`src/rtl/hazard_stall_controller_pkg.sv`:
```
// Shared types and encodings for the hazard/stall controller: FSM states,
// forward-select codes, the in-flight writer scoreboard entry and its NOP value.
package hazard_stall_controller_pkg;

   localparam int SB_ADDR_W = 5;

   typedef enum logic {
      ST_RUN   = 1'b0,
      ST_STALL = 1'b1
   } state_e;

   localparam logic [1:0] FWD_RF    = 2'd0;
   localparam logic [1:0] FWD_EXMEM = 2'd1;
   localparam logic [1:0] FWD_MEMWB = 2'd2;

   typedef struct packed {
      logic                 valid;
      logic [SB_ADDR_W-1:0] dest;
      logic                 regwrite;
      logic                 memread;
   } sb_entry_t;

   // A bubble carries no writer: every control bit cleared.
   localparam sb_entry_t SB_NOP = '0;

   function automatic sb_entry_t make_entry(input logic [SB_ADDR_W-1:0] dest,
                                            input logic                 regwrite,
                                            input logic                 memread);
      sb_entry_t e;
      e.valid    = 1'b1;
      e.dest     = dest;
      e.regwrite = regwrite;
      e.memread  = memread;
      return e;
   endfunction

endpackage

```
`src/rtl/hazard_stall_controller_sb_match.sv`:
```
// One source specifier compared against one scoreboard entry. Register $0 is
// hard-wired to zero, so a write to it never produces a dependency.
module hazard_stall_controller_sb_match
   import hazard_stall_controller_pkg::*;
(
   input  sb_entry_t            entry,
   input  logic [SB_ADDR_W-1:0] src,
   input  logic                 uses,
   output logic                 match
);

   assign match = entry.valid & entry.regwrite & (|entry.dest) &
                  (entry.dest == src) & uses;

endmodule

```
`src/rtl/hazard_stall_controller.sv`:
```
// Decode-side pipeline sequencer: EX/MEM/WB writer scoreboard, stall/bubble/flush
// generation, stall FSM and counters. Define HAZARD_FORWARDING_EN to enable bypassing.
module hazard_stall_controller
   import hazard_stall_controller_pkg::*;
#(
   parameter int REG_ADDR_W = SB_ADDR_W,
   parameter int CNT_W      = 32,
   parameter int MAX_STALL  = 3
)
(
   input  logic                  Clock,
   input  logic                  Reset_n,
   input  logic                  Valid_ID,
   input  logic [REG_ADDR_W-1:0] Rs_ID,
   input  logic [REG_ADDR_W-1:0] Rt_ID,
   input  logic                  UsesRs_ID,
   input  logic                  UsesRt_ID,
   input  logic [REG_ADDR_W-1:0] Dest_ID,
   input  logic                  RegWrite_ID,
   input  logic                  MemRead_ID,
   input  logic                  BranchTaken_EX,
   output logic                  Stall,
   output logic                  Bubble,
   output logic                  Flush_IFID,
   output logic [1:0]            ForwardA,
   output logic [1:0]            ForwardB,
   output logic [CNT_W-1:0]      StallCount,
   output logic                  Stall_Err,
   output state_e                dbg_state,
   output sb_entry_t             dbg_wb
);

   localparam int RUN_W = $clog2(MAX_STALL + 2) + 1;

   sb_entry_t        ex_q, ex_d, mem_q, mem_d, wb_q, wb_d;
   state_e           state_q, state_d;
   logic [RUN_W-1:0] run_q, run_d;
   logic [CNT_W-1:0] cnt_q, cnt_d;
   logic             err_q, err_d;

   logic ex_a, ex_b, mem_a, mem_b;
   logic hazard;

   hazard_stall_controller_sb_match u_ex_a  (.entry(ex_q),  .src(Rs_ID), .uses(UsesRs_ID), .match(ex_a));
   hazard_stall_controller_sb_match u_ex_b  (.entry(ex_q),  .src(Rt_ID), .uses(UsesRt_ID), .match(ex_b));
   hazard_stall_controller_sb_match u_mem_a (.entry(mem_q), .src(Rs_ID), .uses(UsesRs_ID), .match(mem_a));
   hazard_stall_controller_sb_match u_mem_b (.entry(mem_q), .src(Rt_ID), .uses(UsesRt_ID), .match(mem_b));

   // The WB writer is never compared: the register file writes before it reads.
`ifdef HAZARD_FORWARDING_EN
   assign hazard = Valid_ID & ex_q.memread & (ex_a | ex_b);

   always_comb begin
      ForwardA = FWD_RF;
      ForwardB = FWD_RF;
      if (Reset_n && Valid_ID) begin
         if (ex_a)       ForwardA = FWD_EXMEM;
         else if (mem_a) ForwardA = FWD_MEMWB;
         if (ex_b)       ForwardB = FWD_EXMEM;
         else if (mem_b) ForwardB = FWD_MEMWB;
      end
   end
`else
   assign hazard   = Valid_ID & (ex_a | ex_b | mem_a | mem_b);
   assign ForwardA = FWD_RF;
   assign ForwardB = FWD_RF;
`endif

   // Handshake: Valid_ID is the ID instruction's valid, !Stall its ready; it
   // leaves ID on a clock edge only when Valid_ID & !Bubble, otherwise EX gets a NOP.
   // A taken branch wins over a stall because the ID instruction is wrong-path.
   assign Stall      = Reset_n & hazard & ~BranchTaken_EX;
   assign Bubble     = Reset_n & (Stall | BranchTaken_EX);
   assign Flush_IFID = Reset_n & BranchTaken_EX;

   always_comb begin
      ex_d = SB_NOP;
      if (Valid_ID && !Bubble) ex_d = make_entry(Dest_ID, RegWrite_ID, MemRead_ID);
      mem_d = ex_q;
      wb_d  = mem_q;
   end

   always_comb begin
      state_d = state_q;
      run_d   = '0;
      case (state_q)
         ST_RUN: begin
            if (Stall) begin
               state_d = ST_STALL;
               run_d   = RUN_W'(1);
            end
         end
         ST_STALL: begin
            if (Stall) begin
               run_d = (run_q == '1) ? run_q : run_q + RUN_W'(1);
            end else begin
               state_d = ST_RUN;
            end
         end
         default: state_d = ST_RUN;
      endcase
   end

   always_comb begin
      err_d = err_q | (run_d > RUN_W'(MAX_STALL));
      cnt_d = cnt_q;
      if (Stall && (cnt_q != '1)) cnt_d = cnt_q + CNT_W'(1);
   end

   always_ff @(posedge Clock or negedge Reset_n) begin
      if (!Reset_n) begin
         ex_q    <= SB_NOP;
         mem_q   <= SB_NOP;
         wb_q    <= SB_NOP;
         state_q <= ST_RUN;
         run_q   <= '0;
         cnt_q   <= '0;
         err_q   <= 1'b0;
      end else begin
         ex_q    <= ex_d;
         mem_q   <= mem_d;
         wb_q    <= wb_d;
         state_q <= state_d;
         run_q   <= run_d;
         cnt_q   <= cnt_d;
         err_q   <= err_d;
      end
   end

   assign StallCount = cnt_q;
   assign Stall_Err  = err_q;
   assign dbg_state  = state_q;
   assign dbg_wb     = wb_q;

endmodule

```
`config.mk`:
```
export PLATFORM = sky130hd
export DESIGN_NAME = hazard_stall_controller
export DESIGN_NICKNAME = d
export VERILOG_FILES = /design/src/rtl/hazard_stall_controller_pkg.sv /design/src/rtl/hazard_stall_controller_sb_match.sv /design/src/rtl/hazard_stall_controller.sv
export SDC_FILE = /design/constraint.sdc
export NUM_CORES = 1
export LEC_CHECK = 0
export ABC_AREA = 1
export BUFFER_PORTS_ARGS = -buffer_cell sky130_fd_sc_hd__buf_2
export CORE_MARGIN = 5
export CORE_UTILIZATION = 55
export CTS_CLUSTER_DIAMETER = 80
export DETAILED_ROUTE_END_ITERATION = 10
export GPL_ROUTABILITY_DRIVEN = 1
export PLACE_DENSITY = 0.8
export SETUP_SLACK_MARGIN = 0.3
export SLEW_MARGIN = 20
export SYNTH_ARGS = -nofsm -noshare
export SYNTH_HDL_FRONTEND = slang
export SYNTH_SLANG_ARGS = --single-unit
```
`constraint.sdc`:
```
create_clock -name Clock -period 2.8 [get_ports Clock]
set_input_delay 0.14 -clock Clock [delete_from_list [all_inputs] [get_ports Clock]]
set_output_delay 0.14 -clock Clock [all_outputs]
set_load 0.03 [all_outputs]
```
* Word-level counts from Yosys, hierarchy flattened *
Cells that the tools add are included.
Widths: inputs -> output; s select.

storage, ports and cells
  bits in registers = 62
  input bits = 23
  output and inout port bits = 49
  logic and storage cells = 60

operators by class
  add/subtract/negate cells = 2
  magnitude comparators = 1
  equal/unequal tests = 6
  multiplexer cells = 6
  bitwise operators = 24
  reductions and logical operators = 5

operator list
  kind                   number
  $add 32x1->32 const B  1
  $ne 32x32->1 const B   1
  $eq 5x5->1             4
  $and 1x1->1            17
  $reduce_or 5->1        2
  $mux 4                 2
  $mux 8                 1
  $pmux 4 s2             1
  $or 1x1->1             5
  $add 4x1->4 const B    1
  $eq 4x4->1 const B     1
  $gt 4x2->1 const B     1
  $logic_and 1x1->1      2
  $mux 1                 2
  $not 1->1              2
  $logic_not 1->1        1

* Logic depth before layout (Yosys ltp) *
  word-level depth = 15
  depth in mapped cells = 16
  mapped depth without buffers = 15

* Modules after synthesis *
From an unflattened synthesis, not the netlist that was laid out.

unflattened totals
  cells, all modules = 564
  area, all modules = 3738.6 um^2

by module, submodules not included
  module                            times used  cells each  area each (um^2)  seq. area each (um^2)
  hazard_stall_controller           1           444         3268.1            1551.5
  hazard_stall_controller_sb_match  4           30          117.6             0.0

* Least setup slack after synthesis *
Ideal clock, no wire load.

  kind = register -> register
  start = register cnt_q[0] (netlist: StallCount[0])
  end = register cnt_q[16] (netlist: StallCount[16])
  setup time = 0.122 ns
  arrival = 2.065 ns
  required time = 2.678 ns
  slack = 0.613 ns
  cell stages (with the launch flop) = 15
  buffers on the path = 2
  period minus slack after synthesis = 2.187 ns
  path through = dfrtp_1 ha_1 nand2_2 nor3_4 nand2_2 nor2_2 nand3b_1 nor2_2 nand2_1 clkinv_1 nor2_1 buf_6 buf_6 nand2_2 o21ai_2

on the way
  longest elaborated chain between the ends = 2
  elaborated cells between the ends (all ways) = 3
  those cells by class = add/sub (1); eq/ne (1); reduce/logical (1)

RTL lines
  what                                                   RTL line                        text
  start: declaration                                     hazard_stall_controller.sv:38   logic [CNT_W-1:0] cnt_q, cnt_d;
  start signal: assignment                               hazard_stall_controller.sv:125  cnt_q <= cnt_d;
  branches (longest 2 deep; another with $add 32x1->32)  n/a

Parallel ways; which one is timed is not known.
A chain may end at the register's enable or synchronous reset.

* Final worst setup path *
  start = register mem_q[2] in the netlist's numbering
  end = output Stall

on the way
  longest elaborated chain between the ends = 9
  elaborated cells between the ends (all ways) = 13
  those cells by class = eq/ne (2); bitwise (10); reduce/logical (1)

RTL lines
  what                          RTL line                                text
  start: declaration            hazard_stall_controller.sv:35           sb_entry_t ex_q, ex_d, mem_q, mem_d, wb_q, wb_d;
  start signal: assignment      hazard_stall_controller.sv:121          mem_q <= mem_d;
  $reduce_or 5->1               hazard_stall_controller_sb_match.sv:12  assign match = entry.valid & entry.regwrite & (|entry.dest) &
  $and 1x1->1 (2 in a row)      hazard_stall_controller_sb_match.sv:12
  $and 1x1->1                   hazard_stall_controller_sb_match.sv:13  (entry.dest == src) & uses;
  $or 1x1->1                    hazard_stall_controller.sv:64           assign hazard = Valid_ID & (ex_a | ex_b | mem_a | mem_b);
  $or 1x1->1 (*)                hazard_stall_controller.sv:64
  $and 1x1->1 (*)               hazard_stall_controller.sv:64
  $and 1x1->1 (*) (2 in a row)  hazard_stall_controller.sv:72           assign Stall = Reset_n & hazard & ~BranchTaken_EX;
  end: declaration              hazard_stall_controller.sv:22           output logic Stall,

Every way passes the cells marked *; elsewhere a longest branch is shown, timed or not.

==> reports/summary.txt <==
outcome: finished, violations left
violated checks: hold timing
Cell Area, Synth: 3516 um^2
CP endpoint kind: primary output
Routability Congestion: 0.9433
slowest CP cell: dfrtp_1
Synth Register Bits: 62
clock power share: 36.2%
fmax: 0.4507 GHz
Top cell by count, worst path: nand2_1
number of core rows: 29
TritonCTS clock tree: built
final hold vios: 9
DR pass1 iterations: 4
Clock Latency Late Sink: 0.35 ns
Pint: 0.001361 W
Netlist cell types: 27
Final nets: 548
RSZ-0062 raised after global routing: false
clk root buf: clkbuf_8
worst-path fanout max: 6
area delta synth->final: 18.08%
core area: 6277 um^2
Starting Density: 56.01%
register share of total power: 48.2%
Logic pwr share: 15.6%
Crit. Startpoint: mem_q[2]
worst path required time: 2.66 ns
post-route cell area: 4151 um^2
Die Y: 89.96 um
final worst path period need: 2.219 ns
Sw Ratio: 31.51%
layout cells sized above 1: 23.67%
setup TNS: 0 ns
DR WL/cell: 13.45 um
Startpoint Class: flip-flop
HPWL Detailed: 6054 um
Sw Pwr: 0.0006260 W
CTS Buf Count: 9
Final Setup Violations: 0
hold slack: -0.004777 ns
final period utilization: 79.25%
Synth Warn #: 0
Main synth FF type: dfrtp_1
first-pass GRT wire length: 14090 um
synthesized netlist cell count: 443
postcts setup bufs: 0
DRT antenna net count: 0
Slew HR: 47.97%
Reg clk slew, reported paths: 0.08 ns
sequential fraction of the synthesis area: 44.13%
# diodes: 0
largest net degree at the start of global routing: 63
Worst Clk Skew: 0.009934 ns
vias per std cell: 5.061
Port-buffer cells: 67
critical path class: flip-flop to primary output
crit-path cells: inv_1 > nand2_1 > nand2_1 > nand2_1 > nor2_1 > nand3_1 > nand2_1 > nand2_1 > nand2_1 > nand3_1 > inv_1 > buf_2
PD cells: 478.6 nW/um^2
dpl ws: 0.6523 ns
critical path arrival: 2.08 ns
actual slew at the worst max-slew pin: 0.7804 ns
final wirelength: 8135 um
vias in the first global route: 3039
fraction of synthesis flops using an asynchronous set or reset pin: 100.0%
CTS sink count: 62
final worst slack: 0.5810 ns
Leak: 2.197 nW
initial antenna violation count: 0
grt total ovfl: 0
post-CTS sizing: 0
number of flops mapped to enable cells by yosys: 0
DR iter-0 viols: 155
Total Routing Usage GR: 21.10%
# IOs: 72
Pwr Total: 0.001987 W
Longest Clk Path Bufs: 2
VDD IR max: 0.3034 mV
CP max stage delay: 0.44 ns
Slew Viols, Final: 0
Die Span X: 89.96 um
filler cell count: 508
Max-cap violations: 0
Area after DPL: 3910 um^2
hold_buf cts: 6
hold crit path type: input port to async pin
Mean Syn Cell Area: 7.937 um^2
Residual DRC: 0
vias post-DR: 3062
H-tree depth: 3
reg2reg start: StallCount[0]
total die area: 8092 um^2
## worst paths after layout
kind	to	slack, ns	depth (start not counted)
worst min-delay path	dbg_wb[3]	-0.005	2
worst max register to register	StallCount[27]	0.62	13
max in group asynchronous	dbg_wb[0]	2.29	2
worst min register to register	mem_q[0]	0.36	0
min in group Clock	ex_q[6]	0.02	3
worst max-delay path	Stall	0.58	12
## area by class of cell
class / instances / area [um^2] / area share (%)
clock buffers: 9 / 123.9 / 2.984
clock inverters: 7 / 57.56 / 1.386
inverters: 71 / 266.5 / 6.420
multi-input cells: 303 / 1625 / 39.15
flip-flops and latches: 62 / 1551 / 37.37
well taps: 77 / 96.34 / 2.321
repair buffers: 76 / 430.4 / 10.37
## kinds of logic after synthesis
| group | count (synthesis) | share of synthesized area, % |
|---|---|---|
| DFF | 62 | 44.13 |
| and+or+nand+nor | 221 | 27.86 |
| buffers and inverters | 81 | 10.18 |
| AOI/OAI and AO/OA | 33 | 6.299 |
| other | 1 | 0.1067 |
| adders and majority gates | 2 | 0.7116 |
| xor gates and xnor gates | 43 | 10.71 |
## per-layer routing
layer / vias up / global-route usage [%] / share of wire [%]
li1: 1525 / - / -
met2: 92 / 35.00 / 49
met5: - / 0 / 0
met3: 17 / 5.342 / 5.8
met4: 0 / 8.313 / 2.0
met1: 1428 / 26.34 / 43
## sequential cells by signal, indices dropped and copies added (netlist names)
name and cells:
StallCount 32, Stall_Err 1, dbg_state 1, dbg_wb 8, ex_q 8, mem_q 8, run_q 4
## placed cells by master (no fill, tap or decap), drive strengths merged
cell         instances
clkbuf               9
nand4                9
or2                  2
clkinv               2
inv                 73
nor4                 8
xnor2                9
dfrtp               62
nand3b               2
conb                 4
a21oi                2
nor2                49
buf                 70
nor3b                1
ha                   2
o21ai               31
nor3                16
nand3               12
nand2              122
clkinvlp             3
dlygate4sd3          6
xor2                34
## metrics by stage
step	std cells	hold WS, ns	util, %
4_1_cts	605	0.004842	66.14
6_report	605	-0.004777	66.14
3_5_place_dp	583	0.3362	62.29
5_1_grt	605	0.03238	66.14
2_1_floorplan	446	-0.1556	-
3_3_place_gp	583	0.3312	62.29
## worst max-delay path: cells and delay by family (launching register included)
kind                   cells  cell delay, ns
AND/OR/NAND/NOR            9            0.78
flip-flops                 1            0.44
buffers and inverters      3            0.50
## power by group through the flow
stage / Clock (W) / Sequential [W] / Combinational [W]
floorplan: 0 / 0.00101 / 0.000165
CTS: 0.000741 / 0.000957 / 0.000310
finish: 0.000720 / 0.000958 / 0.000309
detailed placement: 0 / 0.000975 / 0.000301
global placement: 0 / 0.000973 / 0.000296
global route: 0.000779 / 0.000963 / 0.000342
## Yosys cell counts, types with 2 or more instances
master | n | area (um^2)
xor2_1 | 34 | 297.8
buf_4 | 4 | 30.03
o21ai_2 | 15 | 131.4
o21ai_1 | 5 | 25.02
nand2_1 | 106 | 397.9
nand3_1 | 12 | 60.06
o21ai_0 | 11 | 55.05
inv_1 | 68 | 255.2
a21oi_1 | 2 | 10.01
nor4_1 | 8 | 50.05
or2_2 | 2 | 12.51
xnor2_1 | 9 | 78.83
nand4_1 | 9 | 56.30
inv_2 | 2 | 7.510
nor3_1 | 15 | 75.07
nor2_2 | 2 | 12.51
nor2_1 | 47 | 176.4
buf_6 | 5 | 56.30
ha_1 | 2 | 25.02
nand2_2 | 16 | 100.1
nand3b_1 | 2 | 15.01
dfrtp_1 | 62 | 1551
Note: power is estimated with default switching activity, not from simulation.
